File: src/rtl/shift_add_mult_ctrl.sv
// Shift-and-add sequencer: unsigned WIDTH x WIDTH -> 2*WIDTH multiply, one
// adder pass per clock, with a start/busy/done handshake and a held product.
module shift_add_mult_ctrl #(
    parameter int WIDTH = 4
) (
    input  logic                 clk,
    input  logic                 reset,
    input  logic                 start,
    input  logic [WIDTH-1:0]     a,
    input  logic [WIDTH-1:0]     b,
    output logic                 busy,
    output logic                 done,
    output logic [2*WIDTH-1:0]   product
);

    localparam int              CW        = $clog2(WIDTH + 1);
    localparam logic [CW-1:0]   LAST_PASS = CW'(WIDTH - 1);

    typedef enum logic [1:0] {
        IDLE = 2'd0,
        RUN  = 2'd1,
        DONE = 2'd2
    } state_t;

    state_t                 r_state;
    state_t                 w_next;

    logic [WIDTH-1:0]       r_mcand;
    logic [WIDTH-1:0]       r_mreg;
    logic [WIDTH:0]         r_acc;
    logic [CW-1:0]          r_cnt;
    logic [2*WIDTH-1:0]     r_product;
    logic                   r_busy;
    logic                   r_done;

    logic                   w_load;
    logic                   w_step;
    logic                   w_last;
    logic [WIDTH:0]         w_sum;
    logic [WIDTH:0]         w_acc_nxt;
    logic [WIDTH-1:0]       w_mreg_nxt;

    // acc[WIDTH] is always zero after a shift, so adding the full acc equals
    // adding acc[WIDTH-1:0] while keeping every bit of the register in use.
    always_comb begin
        w_sum = r_acc + {1'b0, (r_mreg[0] ? r_mcand : {WIDTH{1'b0}})};
        {w_acc_nxt, w_mreg_nxt} = {1'b0, w_sum, r_mreg[WIDTH-1:1]};
    end

    always_ff @(posedge clk or posedge reset) begin
        if (reset) begin
            r_state <= IDLE;
        end else begin
            // NOTE: sequential state uses non-blocking assignment so every
            // register samples the pre-edge values of its neighbours.
            r_state <= w_next;
        end
    end

    always_comb begin
        // NOTE: every output of this block gets a default first, so no path
        // through the case leaves a signal unassigned and infers a latch.
        w_next = r_state;
        w_load = 1'b0;
        w_step = 1'b0;
        w_last = 1'b0;
        case (r_state)
            IDLE: begin
                if (start) begin
                    w_load = 1'b1;
                    w_next = RUN;
                end
            end
            RUN: begin
                w_step = 1'b1;
                if (r_cnt == LAST_PASS) begin
                    w_last = 1'b1;
                    w_next = DONE;
                end
            end
            DONE: begin
                w_next = IDLE;
            end
            default: begin
                w_next = IDLE;
            end
        endcase
    end

    // busy/done are flopped from the next state so they leave a register
    // directly, with no combinational path from start.
    always_ff @(posedge clk or posedge reset) begin
        if (reset) begin
            r_busy <= 1'b0;
            r_done <= 1'b0;
        end else begin
            r_busy <= (w_next == RUN);
            r_done <= (w_next == DONE);
        end
    end

    always_ff @(posedge clk or posedge reset) begin
        if (reset) begin
            r_mcand <= '0;
            r_mreg  <= '0;
            r_acc   <= '0;
            r_cnt   <= '0;
        end else if (w_load) begin
            r_mcand <= a;
            r_mreg  <= b;
            r_acc   <= '0;
            r_cnt   <= '0;
        end else if (w_step) begin
            r_acc   <= w_acc_nxt;
            r_mreg  <= w_mreg_nxt;
            r_cnt   <= r_cnt + 1'b1;
        end
    end

    always_ff @(posedge clk or posedge reset) begin
        if (reset) begin
            r_product <= '0;
        end else if (w_last) begin
            r_product <= {w_acc_nxt[WIDTH-1:0], w_mreg_nxt};
        end
    end

    assign busy    = r_busy;
    assign done    = r_done;
    assign product = r_product;

endmodule

File: config.mk
export PLATFORM = sky130hd
export DESIGN_NAME = shift_add_mult_ctrl
export DESIGN_NICKNAME = d
export VERILOG_FILES = /design/src/rtl/shift_add_mult_ctrl.sv
export SDC_FILE = /design/constraint.sdc
export NUM_CORES = 1
export LEC_CHECK = 0
export CAP_MARGIN = 20
export CORE_MARGIN = 5
export CORE_UTILIZATION = 51
export CTS_BUF_LIST = sky130_fd_sc_hd__clkbuf_16
export CTS_CLUSTER_SIZE = 25
export DETAILED_ROUTE_END_ITERATION = 12
export PLACE_DENSITY = 0.73
export SLEW_MARGIN = 40
export SYNTH_ARGS = -nofsm -noshare
export SYNTH_HDL_FRONTEND = slang
export SYNTH_SLANG_ARGS = --single-unit
File: constraint.sdc
create_clock -name clk -period 1.9 [get_ports clk]
set_input_delay 0.38 -clock clk [delete_from_list [all_inputs] [get_ports clk]]
set_output_delay 0.38 -clock clk [all_outputs]
set_load 0.02 [all_outputs]
==> metrics, run 1 <==
ratio of final minimum period to clock period 86.9%; Seq/Total Area, Yosys 53.7%; Tot GR Track Use 14.3%; Synth Net Count 119; Detailed Route WL 2.17 mm; final number of max-transition violations 0; Post-CTS Resized 0; initial DRC count 13; root buffer cell clkbuf_16; PortBufs 20; RSZ-0062 raised after global routing no; CP Launch Type flop; final net count 144; # IOs 21; measured slew at the worst slew-check pin 0.397 ns; clk sinks 27; critical path type flop to flop; post-DP HPWL 1.56 mm; Max Fclk 605 MHz; initial core utilization 52.2%; Post-synth EDFFs 0; Crit path required time 2.05 ns; commonest non-fill, non-tap cell in the layout dfrtp_1; initial antenna violation count 0; Cell variety after synth 24; number of global-route vias before repair 870; leading cell types in the layout, fill and taps excluded dfrtp_1, clkdlybuf4s50_1, nand2_1, o21ai_0, mux2_4; Synth Cell Area 1260 µm²; max-capacitance violation count 0; DIE AREA 3560 µm²; Vias per Instance 5.23; clock buffer depth 2; crit path launch r_mreg[0]; worst min-delay path class input pin to asynchronous set/reset pin; Inserted Diodes 0; Power per Cell Area 1590 nW/µm²; minimum clock period 1.65 ns; first drt pass iteration count 4; Primary FF master, synth dfrtp_1; post-CTS setup buffer count 0; first-pass GRT wire length 3.83 mm; height of the die 59.7 µm; CTS buffer count 3; Antenna Violating Nets Remaining 0; worst reg2reg startpoint r_mreg[0]; Lkg Pwr 0.759 nW; arrival time worst endpoint 1.80 ns; share of layout cells above drive strength 1 17.6%; synth warn 0; Final Skew 0.00310 ns; CTS H-tree depth 1; Rows 18; Slew HR 73.5%; Area growth, synth to finish 25.0%; worst-skew pair later-pin latency 0.26 ns; # setup viols final 0; crit-path max FO 5; Worst-path clk slew 0.07 ns; drt wl/cell 14.0 µm; syn_area_per_cell 12.5 µm²; CTS tree yes; core area 2410 µm²; status complete, no violations; Final Hold Fails 0; Residual DRC 0; gr ovfl total 0; VDD IR max 0.803 mV; largest net degree at the start of global routing 28; Die W 59.7 µm; Sum Neg Setup Slack 0 ns; Gate Count Post-Synth 101; endpoint type of the worst setup path flop; CTS Hold Bufs 0; gpl congestion 0.757; Synth async-reset ratio 100%; fin util 65.2%; Seq cells post-synth 27; via count 810
critical path: stages (launching register included):
cell	delay, ns
dfrtp_1	0.41
nand2_1	0.12
inv_1	0.05
ha_1	0.27
a21o_1	0.17
a21oi_2	0.15
xnor2_1	0.11
mux2_4	0.26
area by class of cell:
type,instances,area [µm²]
flip-flops and latches,27,676
multi-input cells,64,528
clock buffers,3,75.1
clock inverters,1,5.00
fillers,186,838
repair buffers,22,215
inverters,8,35.0
well taps,30,37.5
routing by layer:
metal / vias to the layer above / wire length [µm] / track usage (%)
met3: 6 / 79 / 3.02
li1: 390 / - / -
met2: 18 / 1090 / 22.8
met5: - / 0 / 0
met4: 0 / 41 / 5.38
met1: 396 / 960 / 18.9
cells by family (layout without fill, tap and decap cells):
logic type | Yosys count | count (layout) | share of synthesized area, %
buffers and inverters | 10 | 34 | 4.28
adders and majority gates | 7 | 7 | 7.56
and+or+nand+nor | 21 | 21 | 9.75
xor gates and xnor gates | 2 | 2 | 1.39
DFF | 27 | 27 | 53.7
muxes | 9 | 9 | 10.7
AOI/OAI and AO/OA | 25 | 25 | 12.5
registers in the layout, summed over array words and instances (netlist names):
register and flops:
busy 1, done 1, product 8, r_acc 4
r_cnt 3, r_mcand 4, r_mreg 4, r_state 2
report_power, final:
part / total (mW) / internal (mW) / leakage, nW / switching, mW
combinational: 1.05 / 0.554 / 0.377 / 0.497
clock: 0.471 / 0.284 / 0.0409 / 0.188
sequential: 0.983 / 0.813 / 0.341 / 0.171
synthesized netlist by cell type, drive strengths merged (2+ instances only):
cell type,instances,area (µm²)
inv,8,35.0
a21oi,4,23.8
buf,2,18.8
ha,6,75.1
dfrtp,27,676
a22o,2,17.5
and2,3,18.8
mux2,9,135
o21ai,12,60.1
nor2b,2,27.5
a21o,2,15.0
a22oi,4,30.0
nand2,14,60.1
path summary, 6_finish.rpt:
path / cells after the start / endpoint / slack, ns
worst max-delay path: 7 / product[6] / 0.25
worst min-delay path: 3 / r_state[0] / 0.47
worst max register to register: 7 / product[6] / 0.25
worst min register to register: 2 / product[4] / 0.48
max in group asynchronous: 3 / r_mcand[1] / 1.19
min in group clk: 2 / product[4] / 0.48
metrics by stage:
stage | hold slack [ns] | std cells | instance area, µm² | worst slack, ns | power [mW]
4_1_cts | 0.485 | 155 | 1570 | 0.228 | 2.54
2_1_floorplan | 0.433 | 101 | 1260 | 0.376 | 1.71
6_report | 0.470 | 155 | 1570 | 0.248 | 2.51
3_5_place_dp | 0.470 | 151 | 1490 | 0.152 | 2.05
3_3_place_gp | 0.462 | 151 | 1490 | 0.193 | 2.01
5_1_grt | 0.523 | 155 | 1570 | 0.142 | 2.68
No activity file was read; power rests on OpenSTA's default activity.
==> run 2: changes to the inputs <==
HOLD_SLACK_MARGIN = 0.08   (was unset)
RECOVER_POWER = 100   (was unset)
==> metrics, run 2 (same netlist as run 1, synthesis figures left out) <==
status complete, no violations; largest net degree at the start of global routing 28; Final Hold Fails 0; Antenna Violating Nets Remaining 0; post-layout worst setup margin 0.132 ns; DIE AREA 3560 µm²; Vias per Instance 5.24; initial DRC count 15; # setup viols final 0; max-capacitance violation count 0; Inserted Diodes 0; CP Launch Type input pin; arrival time worst endpoint 1.91 ns; Lkg Pwr 0.757 nW; post-CTS setup buffer count 0; worst-skew pair later-pin latency 0.26 ns; post-DP HPWL 1.56 mm; Detailed Route WL 2.19 mm; Slew HR 57.5%; commonest non-fill, non-tap cell in the layout dfrtp_1; Worst-path clk slew 0.06 ns; initial core utilization 52.2%; height of the die 59.7 µm; fill cell count 192; Residual DRC 0; crit-path max FO 5; # IOs 21; via count 812; Place WS 0.152 ns; Max Fclk 566 MHz; initial antenna violation count 0; ratio of final minimum period to clock period 93.0%; core area 2410 µm²; endpoint type of the worst setup path flop; root buffer cell clkbuf_16; gpl congestion 0.757; FF-to-FF path depth 7; Tot GR Track Use 14.3%; gr ovfl total 0; share of layout cells above drive strength 1 10.4%; first-pass GRT wire length 3.83 mm; CTS H-tree depth 1; PortBufs 20; first drt pass iteration count 4; critical path type input pin to flop; Die W 59.7 µm; # placed instances 151; minimum clock period 1.77 ns; CTS tree yes; worst min-delay path class flop to flop; Post-CTS Resized 0; number of global-route vias before repair 870; final number of max-transition violations 0; measured slew at the worst slew-check pin 0.637 ns; Power per Cell Area 1560 nW/µm²; Rows 18; Sum Neg Setup Slack 0 ns; clock buffer depth 2; Hold Path Depth 2; clk sinks 27; Hold Slack 0.473 ns; Finished Layout Cells 155; drt wl/cell 14.1 µm; final net count 144; Final Skew 0.00282 ns; Area growth, synth to finish 21.6%; RSZ-0062 raised after global routing no; Crit path required time 2.04 ns; CTS buffer count 3; CTS Hold Bufs 0; max reg flops 8; fin util 63.4%; leading cell types in the layout, fill and taps excluded dfrtp_1, nand2_1, o21ai_0, dlygate4sd3_1, clkdlybuf4s50_1; VDD IR max 0.739 mV
[run 2: changes by cell type in the layout (fill, tap and decap cells not counted), sizes merged]
| cell | previous run | this run |
|---|---|---|
| buf | 2 | 0 |
| clkbuf | 3 | 5 |
| clkdlybuf4s50 | 20 | 8 |
| dlygate4sd3 | 0 | 12 |
[run 2: stage by stage]
stage / instance area (µm²) / total power [mW]
after floorplan: 1260 / 1.71
after global placement: 1490 / 2.01
after detailed placement: 1490 / 2.05
after CTS: 1570 / 2.54
after global routing: 1530 / 2.56
final: 1530 / 2.39
[run 2: final cells by class]
cell class | count | area, µm² | share of cell area, %
Clock buffer | 3 | 75.1 | 4.91
Clock inverter | 1 | 5.00 | 0.327
Inverter | 8 | 35.0 | 2.29
Multi-Input combinational cell | 64 | 492 | 32.2
Sequential cell | 27 | 676 | 44.2
Tap cell | 30 | 37.5 | 2.45
Timing Repair Buffer | 22 | 209 | 13.7
[run 2: worst max-delay path, cell delays in order]
cell and delay, ns:
dlygate4sd3_1 0.58, nor2b_1 0.32, and2b_1 0.31, mux2_4 0.32
[run 2: where the power goes]
group	internal [mW]	total, mW	switching, mW
logic	0.460	0.940	0.481
clock network	0.284	0.471	0.188
registers	0.812	0.974	0.162
[run 2: worst paths after layout]
check / start / to / slack (ns)
hold reg to reg: product[4] / product[4] / 0.47
min in group asynchronous: reset / r_state[0] / 0.72
setup reg to reg: r_mreg[0] / product[6] / 0.20
hold / removal: product[4] / product[4] / 0.47
setup / recovery: start / r_mcand[0] / 0.13
max in group asynchronous: reset / r_mcand[1] / 0.77
[run 2: layer usage]
metal	GRT usage, %	routed length, µm	vias up
li1	-	-	390
met5	0	0	-
met2	22.8	1070	16
met1	18.9	996	400
met4	5.38	41	0
met3	3.02	73	6
==> run 3: changes to the inputs <==
HOLD_SLACK_MARGIN = unset   (was 0.08)
==> results of run 3 <==
Final layout, timing and power as in run 2 (identical DEF).
